<file path="src/rtl/home_access_pkg.sv">
// Shared types and sizing for the door/garage password-check engine.
package home_access_pkg;
   localparam int N_REQ      = 9;
   localparam int PW_W       = 17;
   localparam int GARAGE_IDX = 8;
   localparam int IDX_W      = $clog2(N_REQ);

   typedef logic [PW_W-1:0] pw_t;

   typedef enum logic [1:0] {
      IDLE  = 2'd0,
      CHECK = 2'd1,
      RESP  = 2'd2
   } state_e;
endpackage

</file>
<file path="src/rtl/home_access_arbiter_rr.sv">
// Combinational round-robin pick: first eligible index at or after rr_ptr,
// wrapping at N (not at a power of two).
module rr_arbiter
   import home_access_pkg::*;
#(
   parameter int N  = N_REQ,
   parameter int IW = $clog2(N)
) (
   input  logic [N-1:0]  eligible,
   input  logic [IW-1:0] rr_ptr,
   output logic [N-1:0]  grant,
   output logic [IW-1:0] idx,
   output logic          valid
);
   logic [IW:0] cand;

   always_comb begin
      grant = '0;
      idx   = '0;
      valid = 1'b0;
      cand  = '0;
      for (int k = 0; k < N; k++) begin
         cand = {1'b0, rr_ptr} + (IW+1)'(k);
         if (cand >= (IW+1)'(N)) cand = cand - (IW+1)'(N);
         if (!valid && eligible[cand[IW-1:0]]) begin
            valid                  = 1'b1;
            idx                    = cand[IW-1:0];
            grant[cand[IW-1:0]]    = 1'b1;
         end
      end
   end
endmodule

</file>
<file path="src/rtl/home_access_arbiter.sv">
// Shared password store + comparator for the room keypads and the garage:
// round-robin grant, IDLE->CHECK->RESP sequencing, per-requester lockout.
module home_access_arbiter
   import home_access_pkg::*;
#(
   parameter int  MAX_FAIL   = 3,
   parameter int  LOCK_CYC   = 1000,
   parameter pw_t DEFAULT_PW = '0
) (
   input  logic                    clk,
   input  logic                    rst_n,
   input  logic [N_REQ-1:0]        req,
   input  logic [N_REQ-1:0]        op_change,
   input  logic [N_REQ*PW_W-1:0]   pw_in,
   input  logic [N_REQ*PW_W-1:0]   pw_new,
   output logic [N_REQ-1:0]        ack,
   output logic [N_REQ-1:0]        pass,
   output logic [N_REQ-1:0]        locked_out,
   output logic                    alarm,
   output logic                    busy
);
   localparam int FAIL_W = $clog2(MAX_FAIL+1);
   localparam int TMR_W  = $clog2(LOCK_CYC+1);

   state_e                       state;
   logic [IDX_W-1:0]             rr_ptr, idx, g_idx;
   logic [N_REQ-1:0]             eligible, g_onehot;
   logic                         g_valid;
   pw_t                          pw_q, new_q;
   logic                         chg_q, match_q, resp_vld;
   logic [N_REQ-1:0][PW_W-1:0]   slot;

   assign eligible = req & ~locked_out;
   assign alarm    = |locked_out;
   assign busy     = (state != IDLE);

   rr_arbiter #(.N(N_REQ), .IW(IDX_W)) u_rr (
      .eligible (eligible),
      .rr_ptr   (rr_ptr),
      .grant    (g_onehot),
      .idx      (g_idx),
      .valid    (g_valid)
   );

   // idx and match_q stay stable through the edge after RESP, so the
   // registered ack/pass can be built from them with a single flag.
   always_ff @(posedge clk) begin
      if (!rst_n) begin
         state    <= IDLE;
         rr_ptr   <= '0;
         idx      <= '0;
         pw_q     <= '0;
         new_q    <= '0;
         chg_q    <= 1'b0;
         match_q  <= 1'b0;
         resp_vld <= 1'b0;
         ack      <= '0;
         pass     <= '0;
      end else begin
         ack      <= '0;
         pass     <= '0;
         resp_vld <= 1'b0;
         if (resp_vld) begin
            ack[idx]  <= 1'b1;
            pass[idx] <= match_q;
         end
         case (state)
            IDLE: if (g_valid) begin
               idx   <= g_idx;
               pw_q  <= pw_in[int'(g_idx)*PW_W +: PW_W];
               new_q <= pw_new[int'(g_idx)*PW_W +: PW_W];
               chg_q <= |(op_change & g_onehot);
               state <= CHECK;
            end
            CHECK: begin
               match_q <= (pw_q == slot[idx]);
               state   <= RESP;
            end
            RESP: begin
               rr_ptr   <= (idx == IDX_W'(N_REQ-1)) ? '0 : idx + 1'b1;
               resp_vld <= 1'b1;
               state    <= IDLE;
            end
            default: state <= IDLE;
         endcase
      end
   end

   for (genvar i = 0; i < N_REQ; i++) begin : g_req
      pw_t               slot_r;
      logic [FAIL_W-1:0] fail_cnt;
      logic [TMR_W-1:0]  timer;
      logic              lock_r;
      logic              hit;

      assign hit           = (state == RESP) && (idx == IDX_W'(i));
      assign slot[i]       = slot_r;
      assign locked_out[i] = lock_r;

      // A requester is never granted while locked, so the RESP update
      // and the countdown never contend for the same timer.
      always_ff @(posedge clk) begin
         if (!rst_n) begin
            slot_r   <= DEFAULT_PW;
            fail_cnt <= '0;
            timer    <= '0;
            lock_r   <= 1'b0;
         end else begin
            if (timer != '0) begin
               timer <= timer - 1'b1;
               if (timer == TMR_W'(1)) begin
                  lock_r   <= 1'b0;
                  fail_cnt <= '0;
               end
            end
            if (hit) begin
               if (match_q) begin
                  fail_cnt <= '0;
                  if (chg_q) slot_r <= new_q;
               end else if (fail_cnt == FAIL_W'(MAX_FAIL-1)) begin
                  fail_cnt <= FAIL_W'(MAX_FAIL);
                  lock_r   <= 1'b1;
                  timer    <= TMR_W'(LOCK_CYC);
               end else if (fail_cnt < FAIL_W'(MAX_FAIL)) begin
                  fail_cnt <= fail_cnt + 1'b1;
               end
            end
         end
      end
   end
endmodule

</file>
<file path="config.mk">
export PLATFORM = sky130hd
export DESIGN_NAME = home_access_arbiter
export DESIGN_NICKNAME = d
export VERILOG_FILES = /design/src/rtl/home_access_pkg.sv /design/src/rtl/home_access_arbiter_rr.sv /design/src/rtl/home_access_arbiter.sv
export SDC_FILE = /design/constraint.sdc
export NUM_CORES = 1
export LEC_CHECK = 0
export ABC_AREA = 1
export CAP_MARGIN = 0
export CORE_MARGIN = 3
export CORE_UTILIZATION = 60
export CTS_BUF_LIST = sky130_fd_sc_hd__clkbuf_8
export DETAILED_ROUTE_END_ITERATION = 7
export GPL_TIMING_DRIVEN = 0
export MAX_ROUTING_LAYER = met4
export PLACE_DENSITY_LB_ADDON = 0.12
export SYNTH_ARGS = -nofsm -noshare
export SYNTH_HDL_FRONTEND = slang
export SYNTH_SLANG_ARGS = --single-unit
</file>
<file path="constraint.sdc">
create_clock -name clk -period 7.45 [get_ports clk]
set_clock_uncertainty 0.15 [all_clocks]
set_input_delay 1.49 -clock clk [delete_from_list [all_inputs] [get_ports clk]]
set_output_delay 1.49 -clock clk [all_outputs]
set_load 0.05 [all_outputs]
</file>
Word level (Yosys, flattened, before mapping) --
Cells that the tools add are included.
Storage, ports and cells: word-level logic and storage cells 440, output and inout bits 29, register bits 335, input bits 326
Cells by class: equal/unequal tests 30, multiplexer cells 215, reductions and logical operators 60, magnitude comparators 38, add/sub/neg operators 36, $mul 1, bitwise logic cells 12, shifts and indexed selects 2
Operator list (number):
- two-way mux 10 bit | 36
- indexed part select 153 x 10 -> 17 bit | 1
- indexed part select 153 x 32 -> 17 bit | 1
- two-way mux 2 bit | 55
- equality test 10 x 1 -> 1 bit (second input constant) | 9
- nonzero test 10 bit | 9
- subtractor 10 x 1 -> 10 bit (second input constant) | 9
- two-way mux 9 bit | 9
- two-way mux 4 bit | 19
- two-way mux 1 bit | 74
- bitwise OR 9 bit | 8
- binary-select mux 17 bit (select 4 bit) | 1
- < comparator 4 x 5 -> 1 bit (second input constant) | 10
- demux 1 bit (select 4 bit) | 10
- >= comparator 4 x 1 -> 1 bit (second input constant) | 10
- >= comparator 5 x 4 -> 1 bit (second input constant) | 8
- binary-select mux 1 bit (select 4 bit) | 9
- subtractor 4 bit (second input constant) | 9
- bitwise AND 9 bit | 3
- logical AND 1 bit | 27
- AND reduction 3 bit | 9
- adder 4 x 3 -> 5 bit (second input constant) | 4
- equality test 2 bit (second input constant) | 10
- adder 2 x 1 -> 2 bit (second input constant) | 9
- 23 further kinds | 45

Longest topological paths before layout --
depth after elaboration 31, depth in mapped cells 33, depth with buffers taken out 31

Hierarchy --
From an unflattened synthesis, not the netlist that was laid out.
Unflattened totals: cells, all modules 3464, area total of the unflattened synthesis 21722.1 um^2
Modules (own cells, without submodules):
- home_access_arbiter | area an instance 17815.8 um^2, seq. area each 6706.4 um^2, instances 1, cells an instance 2692
- rr_arbiter | area an instance 3906.2 um^2, seq. area each 0.0 um^2, instances 1, cells an instance 772

Worst setup path after synthesis --
OpenSTA, ideal clock, no wires.
path type input port to flip-flop, from input req[7], to register pw_q[10], cell stages on the path 25, buffers on the path 2, setup time 0.132 ns, data arrival time 3.828 ns, slack 3.340 ns, required time 7.168 ns, cells stage by stage inv_1 > nor2_1 > inv_1 > nand2_1 > o21ai_0 > nand2_1 > nand2_1 > nand2_1 > nand3_4 > inv_2 > nor2_1 > nand2_1 > nor2_1 > nor2_1 > nand3_1 > nor2_1 > nand3_1 > nor2_1 > buf_2 > buf_4 > nand3_1 > nand3_1 > nand3_1 > nand2_1 > a21oi_1
On the way: cells in the longest elaborated chain, start to end 30, elaborated cells between the ends (all ways) 56, those cells by class 1 x mul; 1 x shift; 36 x mux; 1 x bitwise; 17 x reduce/logical
Ends and longest elaborated chain:
- start, declared | line home_access_arbiter.sv:12 | input logic [N_REQ-1:0] req,
- bitwise AND 9 bit * | line home_access_arbiter.sv:33 | assign eligible = req & ~locked_out;
- binary-select mux 1 bit (select 4 bit) | line home_access_arbiter_rr.sv:25 | if (!valid && eligible[cand[IW-1:0]]) begin
- two-way mux 1 bit (not written as such) | line home_access_arbiter_rr.sv:25
- two-way mux 1 bit | line home_access_arbiter_rr.sv:25
- logical NOT 1 bit | line home_access_arbiter_rr.sv:25
- logical AND 1 bit | line home_access_arbiter_rr.sv:25
- two-way mux 1 bit | line home_access_arbiter_rr.sv:25
- logical NOT 1 bit | line home_access_arbiter_rr.sv:25
- [... 14 more ...]
- logical NOT 1 bit | line home_access_arbiter_rr.sv:25
- logical AND 1 bit | line home_access_arbiter_rr.sv:25
- two-way mux 1 bit | line home_access_arbiter_rr.sv:25
- logical NOT 1 bit | line home_access_arbiter_rr.sv:25
- logical AND 1 bit | line home_access_arbiter_rr.sv:25
- two-way mux 4 bit | line home_access_arbiter_rr.sv:25
- multiplier 4 x 5 -> 9 bit | line home_access_arbiter.sv:70 | pw_q <= pw_in[int'(g_idx)*PW_W +: PW_W];
- indexed part select 153 x 32 -> 17 bit | line home_access_arbiter.sv:70
- end signal, assigned | line home_access_arbiter.sv:70
- end, declared | line home_access_arbiter.sv:29 | pw_t pw_q, new_q;
Every way passes the cells marked *; elsewhere a longest branch is shown, timed or not. The select of a mux whose other input is x is not followed. A chain may end at the register's enable or synchronous reset.

Worst setup path in the final report --
from register rr_ptr[1], to register pw_q[16]
On the way: cells in the longest elaborated chain, start to end 31, elaborated cells between the ends (all ways) 90, those cells by class 17 x add/sub; 1 x mul; 9 x order compare; 1 x shift; 45 x mux; 17 x reduce/logical
Ends and longest elaborated chain:
- start, declared | line home_access_arbiter.sv:26 | logic [IDX_W-1:0] rr_ptr, idx, g_idx;
- start signal, assigned | line home_access_arbiter.sv:80 | rr_ptr <= (idx == IDX_W'(N_REQ-1)) ? '0 : idx + 1'b1;
- branches (longest 31 deep; another with adder 4 x 1 -> 5 bit)
Several ways; the timed one is not identified. The select of a mux whose other input is x is not followed.

==> out/qor.yml <==
status:
  status: "completed"
cts:
  holdBufCountCts: 0
  clkTransAtPathRegs_ps: 70
  cts_sinks: 335
  h-tree-depth: 2
  cts_tree: "built"
  cts_buffers: 48
  cts_setup_buffers: 0
  cts_root_buffer: "clkbuf_8"
  post_cts_resized: 0
  clk_path_buf_depth: 3
  clock_latency_ps: 600
power_and_ir_drop:
  power.leakage_nw: 12.1
  power_density_nw_per_um2: 273
  finalPower_mw: 7.38
  ir_worst_vdd_mv: 0.323
timing:
  report.final.slew_viol_count: 0
  rsz0062_at_grt: "no"
  relSlewSlack: 0.304
  worst_pin_slew_ps: 1040
  post-route-period-util: 0.842
  finalHoldViolCount: 0
  tns_ps: 0
  layout_min_cycle_time_ps: 6280
  whs_ps: 305
  setup_viol_count_final: 0
  fmax_ghz: 0.159
critical_path:
  reg2reg_from: "rr_ptr[1]"
  crit_path_max_fanout: 13
  ff2ff_path_depth: 26
  r2r_setup_slack_ps: 1170
  end_kind: "flop"
  startpoint: "rr_ptr[1]"
  worst_ep_required_time_ps: 7770
  crit_arrival_ps: 6600
  startpoint_type: "flop"
  criticalPathCategory: "reg -> reg"
  r2r_end: "pw_q[16]"
detailed_routing:
  drtIter0Drc: 3905
  drtAntennaViolNets: 0
  drt_pre_antenna_iters: 8
  wl_per_cell_um: 20.0
  num_vias: 27300
  drt_wl_total_um: 88500
  drc: 0
  via_per_inst: 6.17
layout:
  multi_input_area_um2: 13100
  finalNetCount: 4304
  area_delta_synth_final_pct: 23.3
  final_cells: 4418
  register_area_um2: 6710
  drive_gt1_frac: 0.0550
  nFillCells: 2918
global_routing:
  antenna_found_initial: 8
  overflow: 0
  track_usage: 0.450
  grt_pass1_vias: 24700
  grt_max_degree: 14
  grt_pass1_wl_um: 135000
place:
  gp_congestion: 1.10
  port_buffers: 353
  hpwl_um: 68300
  dp.cells: 4328
synthesis:
  synth_nets: 3901
  netlist_area_um2: 21900
  synth-edff-count: 0
  yosysWarnings: 0
  yosys.area.top_type: "dfxtp_1"
  netlist.area_leader.share: 0.306
  ys_seq_elements: 335
  ys.flop_type: "dfxtp_1"
  yosysMostFrequentCell: "nand2_1"
  syn-instance-count: 3514
  ys_seq_area_frac: 0.306
  synthArstFlopShare: 0
  synthTopCellsByArea: "dfxtp_1 (31%), nand2_1 (12%), nor2_1 (9.9%), nand3_1 (8.3%), o21ai_0 (7.0%)"
  synth_common_cells: "nand2_1 (693), nor2_1 (579), nand3_1 (365), dfxtp_1 (335), o21ai_0 (308)"
  netlist-cell-type-count: 60
  syn_avg_cell_area_um2: 6.23
floorplan:
  rows: 69
  die_y_um: 197
  die-area_um2: 38800
  initial_utilization: 0.612
  fp.dieW_um: 197
  ioPinCount: 355
  core_area_um2: 35700
flow_run:
  max_cap_viol_count: 0
min_path:
  min_from: "g_req[7].slot_r[9]"
  worstHoldPathType: "reg -> reg"
  min_path_cells: 2
  worstHoldEndpoint: "g_req[7].slot_r[9]"
-- worst max-delay path: stages (launching register included) --
cell	delay [ps]
dfxtp_1	680
inv_1	420
ha_1	400
buf_2	210
nor2_1	260
nand4_1	160
nand2_2	150
nand2_4	90
o21ai_1	320
nand2_1	90
inv_1	170
nand2_1	110
nand3_2	110
nor2_1	70
nand2_1	120
nor2_1	50
nor2_1	120
nand3_1	120
nor2_1	250
nand3_1	110
nor2_1	510
clkbuf_1	650
nand3_1	390
nand3_1	190
nand3_1	100
nand2_1	100
a21oi_1	60
-- placed cells by master, fill, tap and decap left out, drive strengths merged, types with 3 or more instances in the layout --
master         Yosys  layout
a221oi            28      28
nor2             589     589
diode              0       8
or4                4       4
a211oi            15      15
o31ai              3       3
buf               93      93
nor3              66      66
nand3            374     374
a21oi            166     166
xnor2              7       7
a31oi             24      24
nor4              18      18
o21ai            345     345
clkbuf           118     177
ha                61      61
inv              298     314
o22ai             13      13
o211ai             5       5
dfxtp            335     335
and3b              3       3
clkdlybuf4s50      0     353
clkinv            12      15
nand2            712     712
nand4            177     177
xor2              26      26
-- metal layers --
| metal | vias up | routed length (um) | share of wire | global-route usage |
|---|---|---|---|---|
| met5 | - | 0 | 0 | - |
| met4 | 0 | 5020 | 0.057 | 0.194 |
| met3 | 410 | 11200 | 0.13 | 0.113 |
| met2 | 1931 | 38800 | 0.44 | 0.698 |
| met1 | 12300 | 33400 | 0.38 | 0.559 |
| li1 | 12600 | - | - | - |
-- worst max-delay path by stage --
stage                to  slack, ps  cells past startpoint
2_1_floorplan  pw_q[10]       3340                     25
3_3_place_gp   pw_q[16]       1170                     25
3_5_place_dp   pw_q[16]       1170                     25
4_1_cts        pw_q[16]       1440                     26
5_1_grt        pw_q[16]        810                     26
6_report       pw_q[16]       1170                     26
-- registers in the layout, summed over array words and instances (netlist names) --
| name | cells |
|---|---|
| pw_q | 17 |
| chg_q | 1 |
| g_req.lock_r | 9 |
| g_req.timer | 90 |
| match_q | 1 |
| rr_ptr | 4 |
| g_req.fail_cnt | 18 |
| state | 2 |
| idx | 4 |
| ack | 9 |
| new_q | 17 |
| g_req.slot_r | 153 |
| resp_vld | 1 |
| pass | 9 |
-- power by group --
group | switching [mW] | internal [mW]
logic | 2.42 | 1.19
registers | 0.213 | 2.05
clock network | 0.722 | 0.782
-- layout make-up --
cell class / count / share of cell area
buffer: 211 / 0.0342
tap: 461 / 0.0214
clock inverter: 23 / 0.00598
multi-input combinational: 2658 / 0.485
timing repair buffer: 353 / 0.131
clock buffer: 59 / 0.0301
antenna: 8 / 0.000742
sequential: 335 / 0.248
inverter: 310 / 0.0432
-- cell families after synthesis --
family / count (synthesis) / synth area share
flip-flops: 335 / 0.306
AO/OA/AOI/OAI: 613 / 0.154
XOR/XNOR: 33 / 0.0142
adder cells (fa/ha/maj): 61 / 0.0349
buffers and inverters: 521 / 0.0953
AND/OR/NAND/NOR: 1951 / 0.395
-- metrics by stage --
stage               utilization  worst slack [ps]  instance area (um2)
finish                    0.755              1170                27000
global route              0.755               811                27000
CTS                       0.755              1440                27000
detailed placement        0.727              1170                26000
global placement          0.727              1170                26000
floorplan                     -              3340                21900
(Power assumes the default switching activity.)
